==> src/rtl/c7bicu.sv <==
// ============================================================================
// c7bicu : IFU fetch responder, one-entry doubleword line buffer + mem port
// Rev 1.0
// ============================================================================
`default_nettype none

module c7bicu #(
    parameter bit LB_EN = 1'b1
) (
    input  logic        clk,
    input  logic        resetn,
    input  logic        ifu_icu_req_ic1,
    input  logic [31:0] ifu_icu_addr_ic1,
    output logic        icu_ifu_ack_ic1,
    output logic        icu_ifu_data_valid_ic2,
    output logic [63:0] icu_ifu_data_ic2,
    input  logic        icu_inv,
    output logic        icu_mem_req,
    output logic [31:0] icu_mem_addr,
    input  logic        mem_icu_gnt,
    input  logic        mem_icu_rvalid,
    input  logic [63:0] mem_icu_rdata
);

    typedef enum logic [1:0] {
        IDLE  = 2'd0,
        MREQ  = 2'd1,
        MWAIT = 2'd2
    } state_e;

    state_e      state_q;
    logic        dvalid_q;
    logic [63:0] data_q;
    logic        mem_req_q;
    logic [28:0] mem_tag_q;
    logic        lb_vld_q;
    logic [28:0] lb_tag_q;
    logic [63:0] lb_data_q;

    logic        w_ack;
    logic        w_hit;
    logic        w_unused_offset;

    // The offset bits never matter: everything is doubleword-granular.
    assign w_unused_offset = ^ifu_icu_addr_ic1[2:0];

    assign w_ack = ifu_icu_req_ic1 & (state_q == IDLE) & resetn;
    assign w_hit = LB_EN & lb_vld_q & ~icu_inv & (lb_tag_q == ifu_icu_addr_ic1[31:3]);

    always_ff @(posedge clk or negedge resetn) begin
        if (!resetn) begin
            state_q   <= IDLE;
            dvalid_q  <= 1'b0;
            data_q    <= 64'd0;
            mem_req_q <= 1'b0;
            mem_tag_q <= 29'd0;
            lb_vld_q  <= 1'b0;
            lb_tag_q  <= 29'd0;
            lb_data_q <= 64'd0;
        end else begin
            dvalid_q <= 1'b0;
            if (icu_inv) begin
                lb_vld_q <= 1'b0;
            end
            case (state_q)
                IDLE: begin
                    if (w_ack) begin
                        if (w_hit) begin
                            data_q   <= lb_data_q;
                            dvalid_q <= 1'b1;
                        end else begin
                            mem_tag_q <= ifu_icu_addr_ic1[31:3];
                            mem_req_q <= 1'b1;
                            state_q   <= MREQ;
                        end
                    end
                end
                MREQ: begin
                    if (mem_icu_gnt) begin
                        mem_req_q <= 1'b0;
                        state_q   <= MWAIT;
                    end
                end
                MWAIT: begin
                    if (mem_icu_rvalid) begin
                        data_q   <= mem_icu_rdata;
                        dvalid_q <= 1'b1;
                        state_q  <= IDLE;
                        // A fill racing an invalidate still returns data but leaves the buffer empty.
                        if (LB_EN) begin
                            lb_tag_q  <= mem_tag_q;
                            lb_data_q <= mem_icu_rdata;
                            lb_vld_q  <= ~icu_inv;
                        end
                    end
                end
                default: begin
                    mem_req_q <= 1'b0;
                    state_q   <= IDLE;
                end
            endcase
        end
    end

    assign icu_ifu_ack_ic1        = w_ack;
    assign icu_ifu_data_valid_ic2 = dvalid_q;
    assign icu_ifu_data_ic2       = data_q;
    assign icu_mem_req            = mem_req_q;
    assign icu_mem_addr           = {mem_tag_q, 3'b000};

endmodule

`default_nettype wire

==> config.mk <==
export PLATFORM = sky130hd
export DESIGN_NAME = c7bicu
export DESIGN_NICKNAME = d
export VERILOG_FILES = /design/src/rtl/c7bicu.sv
export SDC_FILE = /design/constraint.sdc
export NUM_CORES = 1
export LEC_CHECK = 0
export CORE_UTILIZATION = 54
export CTS_BUF_LIST = sky130_fd_sc_hd__clkbuf_16
export DETAILED_ROUTE_END_ITERATION = 8
export GPL_TIMING_DRIVEN = 0
export PLACE_DENSITY = 0.86
export SETUP_SLACK_MARGIN = 0.05
export SLEW_MARGIN = 5
export SYNTH_ARGS = -nofsm -noshare
export SYNTH_HDL_FRONTEND = slang
export SYNTH_SLANG_ARGS = --single-unit
==> constraint.sdc <==
create_clock -name clk -period 7.1 [get_ports clk]
set_input_delay 1.42 -clock clk [delete_from_list [all_inputs] [get_ports clk]]
set_output_delay 1.42 -clock clk [all_outputs]
set_load 0.1 [all_outputs]
==> metrics.yaml <==
status: "finished clean"
worstMarginPinSlew_ns: 1.03
path_cells: "buf_8, buf_16, nand2_1, nor3_1, clkdlybuf4s50_1"
wirelength_mm: 19.4
synthTopCellsByArea: "dfrtp_1 (58%), mux2_2 (15%), nand2_1 (13%)"
drt_iter0_drc: 284
cts-hold-fix-buffers: 0
setup.worst_path.end_class: "output pin"
worstSetupPathType: "in -> out"
synthTopCellsByCount: "nand2_1 (278), dfrtp_1 (191), mux2_2 (108), mux2_1 (49), clkbuf_1 (28)"
finClkSkew_ns: 0.0102
timing.hold.ws_ns: 0.471
crit_path_max_fanout: 101
start_util_pct: 56.3
hpwl_mm: 13.9
syn_area_sq_um: 8310
whs_endpoint: "lb_data_q[12]"
htree_levels: 4
seq_area_frac_synth_pct: 57.5
synth_edf_count: 0
cts_setup_buffers: 0
antenna_found_initial: 0
ys_ff_latch: 191
grt_pass1_wl_mm: 31.8
track_usage_pct: 25.8
grt.overflow.total: 0
syn_inst: 733
synth_top_area_cell: "dfrtp_1"
layout-drive-gt1-share_pct: 15.5
yosysMostFrequentCell: "nand2_1"
num_vias: 5991
ant_nets: 0
place.gp.congestion: 0.752
rr_startpoint: "lb_tag_q[11]"
dr.pass1.iters: 4
synth_cell_types: 26
slowest_delay_ns: 1.20
cts_tree: "done"
start_kind: "input pin"
die-area_sq_um: 15900
cp.required_ns: 5.68
synth.top_cell.area_share_pct: 57.5
crit_slowest_cell: "clkdlybuf4s50_1"
hold_class: "reg -> reg"
first_global_vias: 6119
cts_max_path_buffers: 2
dieHeight_microns: 126
core_sq_um: 14800
finalHoldViolCount: 0
avgSynthCellArea_sq_um: 11.3
n_antenna_cell: 0
syn_to_final_growth_pct: 33.1
min_period_ns: 5.47
synthArstFlopShare_pct: 100
min_from: "lb_data_q[12]"
synth-main-ff-cell: "dfrtp_1"
routedWlPerCell_microns: 17.0
r2r_cells: 8
num_rows: 44
cts_root_buf: "clkbuf_16"
clkSinkCount: 191
drc_errors: 0
setup_tns_ns: 0
cts_buffers: 17
hold_depth: 2
setup_viol: 0
final_max_slew_viol_count: 0
vias_per_cell: 5.24
period_share_pct: 77.0
arrival_ns: 4.05
slew_headroom_pct: 31.2
port_buffers: 194
multi_input_area_sq_um: 3310
clk_pin_slew_worst_paths_ns: 0.06
grt_setup_unrepaired: "no"
io_pins: 201
register_area_sq_um: 4780
crit-reg2reg-capture: "icu_ifu_data_ic2[45]"
fillCellCount: 1023
cts_resized: 0
nets: 1051
ys_warn_count: 0
grt_max_degree: 102
clock_latency_ns: 0.42
rrSetupSlack_ns: 4.37
clock.fmax_ghz: 0.183
die_w_microns: 126
maxCapViolCount: 0
==> per-stage QoR <==
| step | cell area [sq um] | std cells | setup slack [ns] | util [%] |
|---|---|---|---|---|
| after floorplan | 8320 | 735 | 2.11 | - |
| after global placement | 10500 | 1113 | -5.14 | 71.1 |
| after detailed placement | 10500 | 1114 | 1.55 | 71.3 |
| after CTS | 11100 | 1144 | 1.57 | 74.9 |
| after global routing | 11100 | 1144 | 1.37 | 74.9 |
| final | 11100 | 1144 | 1.63 | 74.9 |
==> worst max path at each step <==
stage | from | to | slack [ns] | depth (start not counted)
6_report | resetn | icu_ifu_ack_ic1 | 1.63 | 5
5_1_grt | resetn | icu_ifu_ack_ic1 | 1.37 | 5
4_1_cts | resetn | icu_ifu_ack_ic1 | 1.57 | 5
3_5_place_dp | resetn | icu_ifu_ack_ic1 | 1.55 | 5
3_3_place_gp | resetn | icu_ifu_ack_ic1 | -5.14 | 4
2_1_floorplan | resetn | icu_ifu_ack_ic1 | 2.11 | 2
==> flip-flops by register name, summed over array words and instances, names as in the netlist <==
signal,cells
icu_ifu_data_ic2,64
icu_ifu_data_valid_ic2,1
icu_mem_req,1
lb_data_q,64
lb_tag_q,29
lb_vld_q,1
mem_tag_q,29
state_q,2
==> area by class of cell <==
| cell class | count | share of cell area, % |
|---|---|---|
| Sequential cell | 191 | 43.2 |
| Timing Repair Buffer | 195 | 17.9 |
| Buffer | 41 | 1.95 |
| Clock inverter | 13 | 0.996 |
| Inverter | 4 | 0.136 |
| Multi-Input combinational cell | 499 | 29.9 |
| Tap cell | 184 | 2.08 |
| Clock buffer | 17 | 3.85 |
==> kinds of logic (layout without fill, tap and decap cells) <==
group                     count (synthesis)  after routing  share of synthesized area, %
AOI/OAI and AO/OA                        13             13                          1.67
muxes                                   157            157                          21.3
xor gates and xnor gates                 20             20                          2.11
other                                     1              3                        0.0451
and+or+nand+nor                         306            306                          14.6
buffers and inverters                    45            270                          2.77
DFF                                     191            191                          57.5
==> placed cells by master (no fill, tap or decap), types with 5 or more instances in the layout <==
cell,Yosys,layout
nand2_1,278,278
clkdlybuf4s50_1,0,193
dfrtp_1,191,191
mux2_2,108,108
mux2_1,49,49
clkbuf_1,28,28
xor2_1,18,18
clkbuf_16,0,17
nand2b_1,9,9
inv_1,4,8
buf_6,6,6
nor2b_1,5,5
o21ai_0,5,5
==> worst max-delay path: cells and delay by family <==
kind          cells  cell delay, ns
buf+inv           3            2.15
simple gates      2            0.41
==> per-layer routing <==
layer	up-vias	GRT usage, %	wire length (microns)
li1	2827	-	-
met1	2990	33.3	8400
met2	148	42.1	9450
met3	26	7.73	1230
met4	0	8.22	351
met5	-	0	0
Power is left out: the tool's default activity adds up to more than one toggle a clock period on the data nets, which glitch-free logic cannot reach.
